--- config.mk ---
export PLATFORM = sky130hd
export DESIGN_NAME = imem_loader
export DESIGN_NICKNAME = d
export VERILOG_FILES = /design/src/rtl/imem_pkg.sv /design/src/rtl/imem_ram.sv /design/src/rtl/imem_loader.sv
export SDC_FILE = /design/constraint.sdc
export NUM_CORES = 2
export LEC_CHECK = 0
export BUFFER_PORTS_ARGS = -buffer_cell sky130_fd_sc_hd__clkbuf_2
export CORE_AREA = 5 5 587 357
export CTS_CLUSTER_SIZE = 10
export DETAILED_ROUTE_END_ITERATION = 10
export DIE_AREA = 0 0 592 362
export PLACE_DENSITY_LB_ADDON = 0.05
export SLEW_MARGIN = 20
export SYNTH_ARGS = -nofsm -noshare
export SYNTH_HDL_FRONTEND = slang
export SYNTH_HIERARCHICAL = 1
export SYNTH_SLANG_ARGS = --single-unit
--- constraint.sdc ---
create_clock -name clk -period 4.27 [get_ports clk]
set_input_delay 0 -clock clk [delete_from_list [all_inputs] [get_ports clk]]
set_output_delay 0 -clock clk [all_outputs]
set_load 0.02 [all_outputs]
--- src/rtl/imem_pkg.sv ---
// Shared constants and FSM state type for the instruction-memory loader.
// Consumed by imem_ram and imem_loader via import imem_pkg::*.
package imem_pkg;

    localparam int IMEM_DEPTH = 64;
    localparam int IMEM_AW    = 6;
    localparam int IMEM_LW    = 7;   // wide enough to hold a length of 64

    typedef enum logic [1:0] {
        IDLE    = 2'd0,
        COLLECT = 2'd1,
        WRITE   = 2'd2,
        DONE    = 2'd3
    } loader_state_t;

    function automatic int bytes_per_word(input int width);
        return width / 8;
    endfunction

endpackage

--- src/rtl/imem_ram.sv ---
// 64-entry instruction store: synchronous write, combinational read, no reset.
// Word width W follows the loader's instruction width.
module imem_ram
    import imem_pkg::*;
#(
    parameter int W = 32
) (
    input  logic               clk,
    input  logic               we,
    input  logic [IMEM_AW-1:0] waddr,
    input  logic [W-1:0]       wdata,
    input  logic [IMEM_AW-1:0] raddr,
    output logic [W-1:0]       rdata
);

    logic [W-1:0] mem [IMEM_DEPTH];

    // NOTE: the array has no reset; contents must survive a loader reset.
    always_ff @(posedge clk) begin
        if (we) begin
            mem[waddr] <= wdata;
        end
    end

    assign rdata = mem[raddr];

endmodule

--- src/rtl/imem_loader.sv ---
// Loads a byte stream into a 64 x N instruction memory, little-endian per word.
// Optional session checksum on csum is enabled by defining IMEM_LOADER_CHECKSUM_EN.
module imem_loader
    import imem_pkg::*;
#(
    parameter int N = 32   // legal widths: 16, 32, 64
) (
    input  logic               clk,
    input  logic               reset,
    input  logic               load_start,
    input  logic [IMEM_AW-1:0] load_base,
    input  logic [IMEM_LW-1:0] load_len,
    input  logic               in_valid,
    input  logic [7:0]         in_data,
    output logic               in_ready,
    input  logic [IMEM_AW-1:0] addr,
    output logic [N-1:0]       q,
    output logic               busy,
    output logic               done,
    output logic [IMEM_LW-1:0] wr_count,
    output logic [7:0]         csum
);

    localparam int BYTES = bytes_per_word(N);
    localparam int BCW   = 3;

    loader_state_t      state;
    logic [IMEM_AW-1:0] ptr;
    logic [IMEM_LW-1:0] len_q;
    logic [BCW-1:0]     byte_cnt;
    logic [N-1:0]       word_buf;
    logic               accept;
    logic               last_byte;
    logic               wr_en;

    assign accept    = in_valid && in_ready;
    assign last_byte = (byte_cnt == BCW'(BYTES - 1));
    assign wr_en     = (state == WRITE);

    // Outputs are registered alongside the state so they change only on edges.
    // NOTE: every register here uses <=; a blocking write would let later
    // branches observe the new value within the same edge.
    always_ff @(posedge clk or negedge reset) begin
        if (!reset) begin
            state    <= IDLE;
            ptr      <= '0;
            len_q    <= '0;
            byte_cnt <= '0;
            word_buf <= '0;
            wr_count <= '0;
            in_ready <= 1'b0;
            busy     <= 1'b0;
            done     <= 1'b0;
        end else begin
            case (state)
                IDLE: begin
                    if (load_start) begin
                        ptr      <= load_base;
                        len_q    <= load_len;
                        wr_count <= '0;
                        byte_cnt <= '0;
                        if (load_len == '0) begin
                            state <= DONE;
                            done  <= 1'b1;
                        end else begin
                            state    <= COLLECT;
                            in_ready <= 1'b1;
                            busy     <= 1'b1;
                        end
                    end
                end
                COLLECT: begin
                    if (accept) begin
                        for (int k = 0; k < BYTES; k++) begin
                            if (byte_cnt == BCW'(k)) begin
                                word_buf[8*k +: 8] <= in_data;
                            end
                        end
                        if (last_byte) begin
                            byte_cnt <= '0;
                            state    <= WRITE;
                            in_ready <= 1'b0;
                        end else begin
                            byte_cnt <= byte_cnt + BCW'(1);
                        end
                    end
                end
                WRITE: begin
                    // ptr is 6 bits wide, so 63 + 1 wraps to 0 naturally.
                    ptr      <= ptr + IMEM_AW'(1);
                    wr_count <= wr_count + IMEM_LW'(1);
                    if (wr_count + IMEM_LW'(1) == len_q) begin
                        state <= DONE;
                        busy  <= 1'b0;
                        done  <= 1'b1;
                    end else begin
                        state    <= COLLECT;
                        in_ready <= 1'b1;
                    end
                end
                DONE: begin
                    state <= IDLE;
                    done  <= 1'b0;
                end
                default: begin
                    state <= IDLE;
                end
            endcase
        end
    end

`ifdef IMEM_LOADER_CHECKSUM_EN
    logic [7:0] csum_q;

    always_ff @(posedge clk or negedge reset) begin
        if (!reset) begin
            csum_q <= '0;
        end else if (state == IDLE && load_start) begin
            csum_q <= '0;
        end else if (accept) begin
            csum_q <= csum_q ^ in_data;
        end
    end

    assign csum = csum_q;
`else
    assign csum = '0;
`endif

    imem_ram #(
        .W(N)
    ) u_ram (
        .clk  (clk),
        .we   (wr_en),
        .waddr(ptr),
        .wdata(word_buf),
        .raddr(addr),
        .rdata(q)
    );

endmodule

==> results.toml <==
[synthesis]
synth-main-ff-cell = "edfxtp_1"
synthTopCellsByArea = "edfxtp_1 76%, mux4_2 15%, dfrtp_1 1.9%"
ys_ff_latch = 2108
seq_area_frac_synth_pct = 78.0
synth_area_mm2 = 0.0808
synthArstFlopShare_pct = 2.85
ys_types = 64
syn_avg_cell_area_um2 = 22.8
ys_warn_count = 6
yosysTopAreaCellShare_pct = 76.1
synth-edff-count = 2048
synthCells = 3543
yosys.area.top_type = "edfxtp_1"

[power]
power.share.clock_pct = 34.5
combPwrFrac_pct = 10.7
internal-power_uw = 37300
power_frac_seq_pct = 54.8
p_sw_uw = 13400
cellLeakagePower_uw = 0.0291
switching_share_pct = 26.4
powerDensity_mw_per_mm2 = 546
peakVddDrop_uv = 438

[global_routing]
grt_overflow = 0
busiest_layer = "met1"
grt_max_degree = 88
antenna_found_initial = 11
grt_pass1_wl_mm = 329
grt_pass1_vias = 40300
met1_usage_pct = 34.9
grtUsageTotal_pct = 22.1
grt_util_met2_pct = 31.6
met3_usage_pct = 4.35

[route]
wl_per_cell_um = 35.1
post_drt_via_cell_ratio = 5.87
drtAntennaViolNets = 0
vias = 39600
drcViolationCount = 0
drt-initial-drc-count = 4697
postRouteWirelength_mm = 237
drtPass1Iterations = 6

[sta]
max_freq_mhz = 277
setup_violations = 0
worst_pin_slew_ns = 1.13
hold_violations = 0
slew-limit-headroom_pct = 24.9
fin_skew_ns = 0.0424
period_needed_ns = 3.61
rsz0062_at_grt = "false"
tns_ns = 0
fin_crit_sh_pct = 84.5
drv_slew = 0

[die]
die_width_um = 592
coreArea_mm2 = 0.204
dieArea_mm2 = 0.214
io_pins = 81
die_y_um = 362
start_util_pct = 39.6
rows = 129

[worst_setup_path]
start_kind = "flop"
cp-startpoint = "state[0]"
end_kind = "flop"
crit_type = "reg2reg"
cp_data_required_time_ns = 4.79
reg2reg_from = "state[0]"
cp.arrival_ns = 4.13
crit_fanout = 19

[run]
max_cap_viol_count = 0

[placement]
dpl.cell_count = 6401
dpl.hpwl_mm = 142
numPortBuffers = 72
gp_congestion = 0.815

[clock_network]
cts_resized = 0
clk_path_buf_depth = 4
htreeDepth = 4
root_buffer = "clkbuf_16"
numCtsBuffers = 237
cts_hold_buf = 43
clock_latency_ns = 0.86
post_cts_buffers = 0
cts_num_sinks = 2108
cts_tree = "built"
path_clk_slew_ns = 0.06

[final_layout]
layout-drive-gt1-share_pct = 30.9
final_net_count = 3969
fillers = 16800
final_cells = 6746
syn_to_final_growth_pct = 15.0

[hold_path]
holdCritPathClass = "in2reg"
hp-start = "in_data[4]"

[run_status]
outcome = "complete, no violations"
synthesized netlist by cell type (12+ instances only):
cell type     n
nand2_1      41
o221ai_1     27
buf_2        57
a22oi_1      13
mux2i_1      93
clkbuf_1     78
o21ai_0      13
nand3_1      13
edfxtp_1   2048
nor2_1      146
nor3_1       12
mux2_2       36
o22ai_1      87
mux4_2      544
buf_4        33
a21oi_1      76
nand2b_1     13
nor2b_1      16
buf_1        21
dfrtp_1      60
cells by family (layout without fill, tap and decap cells):
kind of cell	Yosys count	in the layout	synth area share, %
AOI/OAI and AO/OA	253	253	2.01
muxes	677	677	16.9
and+or+nand+nor	285	285	1.67
other	1	11	0.00464
adders and majority gates	6	6	0.0929
DFF	2108	2108	78.0
xor gates and xnor gates	7	7	0.0759
buffers and inverters	206	648	1.27
stage by stage:
stage / worst slack (ns) / area, um^2 / total power (uW) / hold WS (ns) / util (%)
after floorplan: 0.433 / 80800 / 29700 / -0.296 / -
after global placement: 0.783 / 86200 / 33200 / 0.209 / 42.2
after detailed placement: 0.720 / 86200 / 33600 / 0.218 / 42.2
after CTS: 0.716 / 92900 / 51200 / 0.000611 / 45.5
after global routing: 0.517 / 92900 / 52500 / 0.0107 / 45.5
final: 0.660 / 92900 / 50700 / 0.0506 / 45.5
placed cells by master, fill, tap and decap left out, types with 5 or more instances in the layout:
| cell | Yosys | final |
|---|---|---|
| mux2_2 | 36 | 36 |
| nor2_1 | 146 | 83 |
| o22ai_1 | 87 | 87 |
| mux2i_1 | 93 | 93 |
| nand3b_1 | 6 | 6 |
| o31ai_1 | 6 | 6 |
| dfrtp_1 | 60 | 28 |
| clkbuf_1 | 78 | 51 |
| a31oi_1 | 5 | 5 |
| clkbuf_2 | 0 | 68 |
| buf_4 | 33 | 196 |
| mux4_2 | 544 | 544 |
| nand3_1 | 13 | 13 |
| a21oi_1 | 76 | 76 |
| nand2_1 | 41 | 41 |
| nor2_4 | 0 | 62 |
| a311oi_1 | 8 | 8 |
| nor3_1 | 12 | 10 |
| clkbuf_16 | 0 | 240 |
| conb_1 | 1 | 8 |
| inv_1 | 8 | 8 |
| nor2b_1 | 16 | 16 |
| dfrtp_2 | 0 | 31 |
| dlygate4sd3_1 | 0 | 43 |
| and3_1 | 5 | 5 |
| nand2b_1 | 13 | 12 |
| ha_1 | 6 | 6 |
| a22oi_1 | 13 | 13 |
| o221ai_1 | 27 | 27 |
| edfxtp_1 | 2048 | 2048 |
| o21ai_0 | 13 | 13 |
| buf_12 | 0 | 28 |
cell type report:
cell class	instances	area, um^2	share of cell area (%)
inverters	9	33.8	0.0363
repair buffers	340	2870	3.09
clock buffers	292	6210	6.68
clock inverters	7	68.8	0.0740
diodes	3	7.51	0.00808
well taps	2751	3440	3.70
multi-input cells	1236	17300	18.6
flip-flops and latches	2108	63000	67.8
path summary, 6_finish.rpt:
path / to / slack (ns) / cells past startpoint
setup reg to reg: u_ram/mem[58][4] / 0.66 / 7
hold reg to reg: word_buf[26] / 0.51 / 1
max in group asynchronous: word_buf[27] / 3.17 / 4
setup / recovery: u_ram/mem[58][4] / 0.66 / 7
min in group asynchronous: word_buf[27] / 0.51 / 4
hold / removal: word_buf[12] / 0.05 / 3
power groups by stage:
stage               Clock [uW]  Sequential [uW]  Combinational, uW
floorplan                    0            28000               1680
global placement             0            28100               5120
detailed placement           0            28200               5350
CTS                      18000            27800               5430
global route             18900            27900               5730
finish                   17500            27800               5410
worst max-delay path, cell delays in order, from the launching register on:
cell and delay (ns):
dfrtp_1 0.55, nand2b_1 0.23, buf_4 0.19, clkinv_1 0.35, nor2b_1 0.33, nand2_1 0.60
nor2_4 0.74, buf_12 0.26
layer usage:
layer  part of all wire (%)  wire length (um)  vias to the layer above
met3                    7.5             17800                      309
met1                     47            112000                    21900
met5                      0                 0                        -
met2                     43            102000                     1618
met4                    2.2              5290                        0
li1                       -                 -                    15800
state kept, by name, summed over array words and instances (netlist names):
signal / cells
u_ram/mem: 2048
done: 1
state: 2
in_ready: 1
word_buf: 32
ptr: 6
len_q: 7
busy: 1
byte_cnt: 3
wr_count: 7
Power figures use the tool's default switching activity.
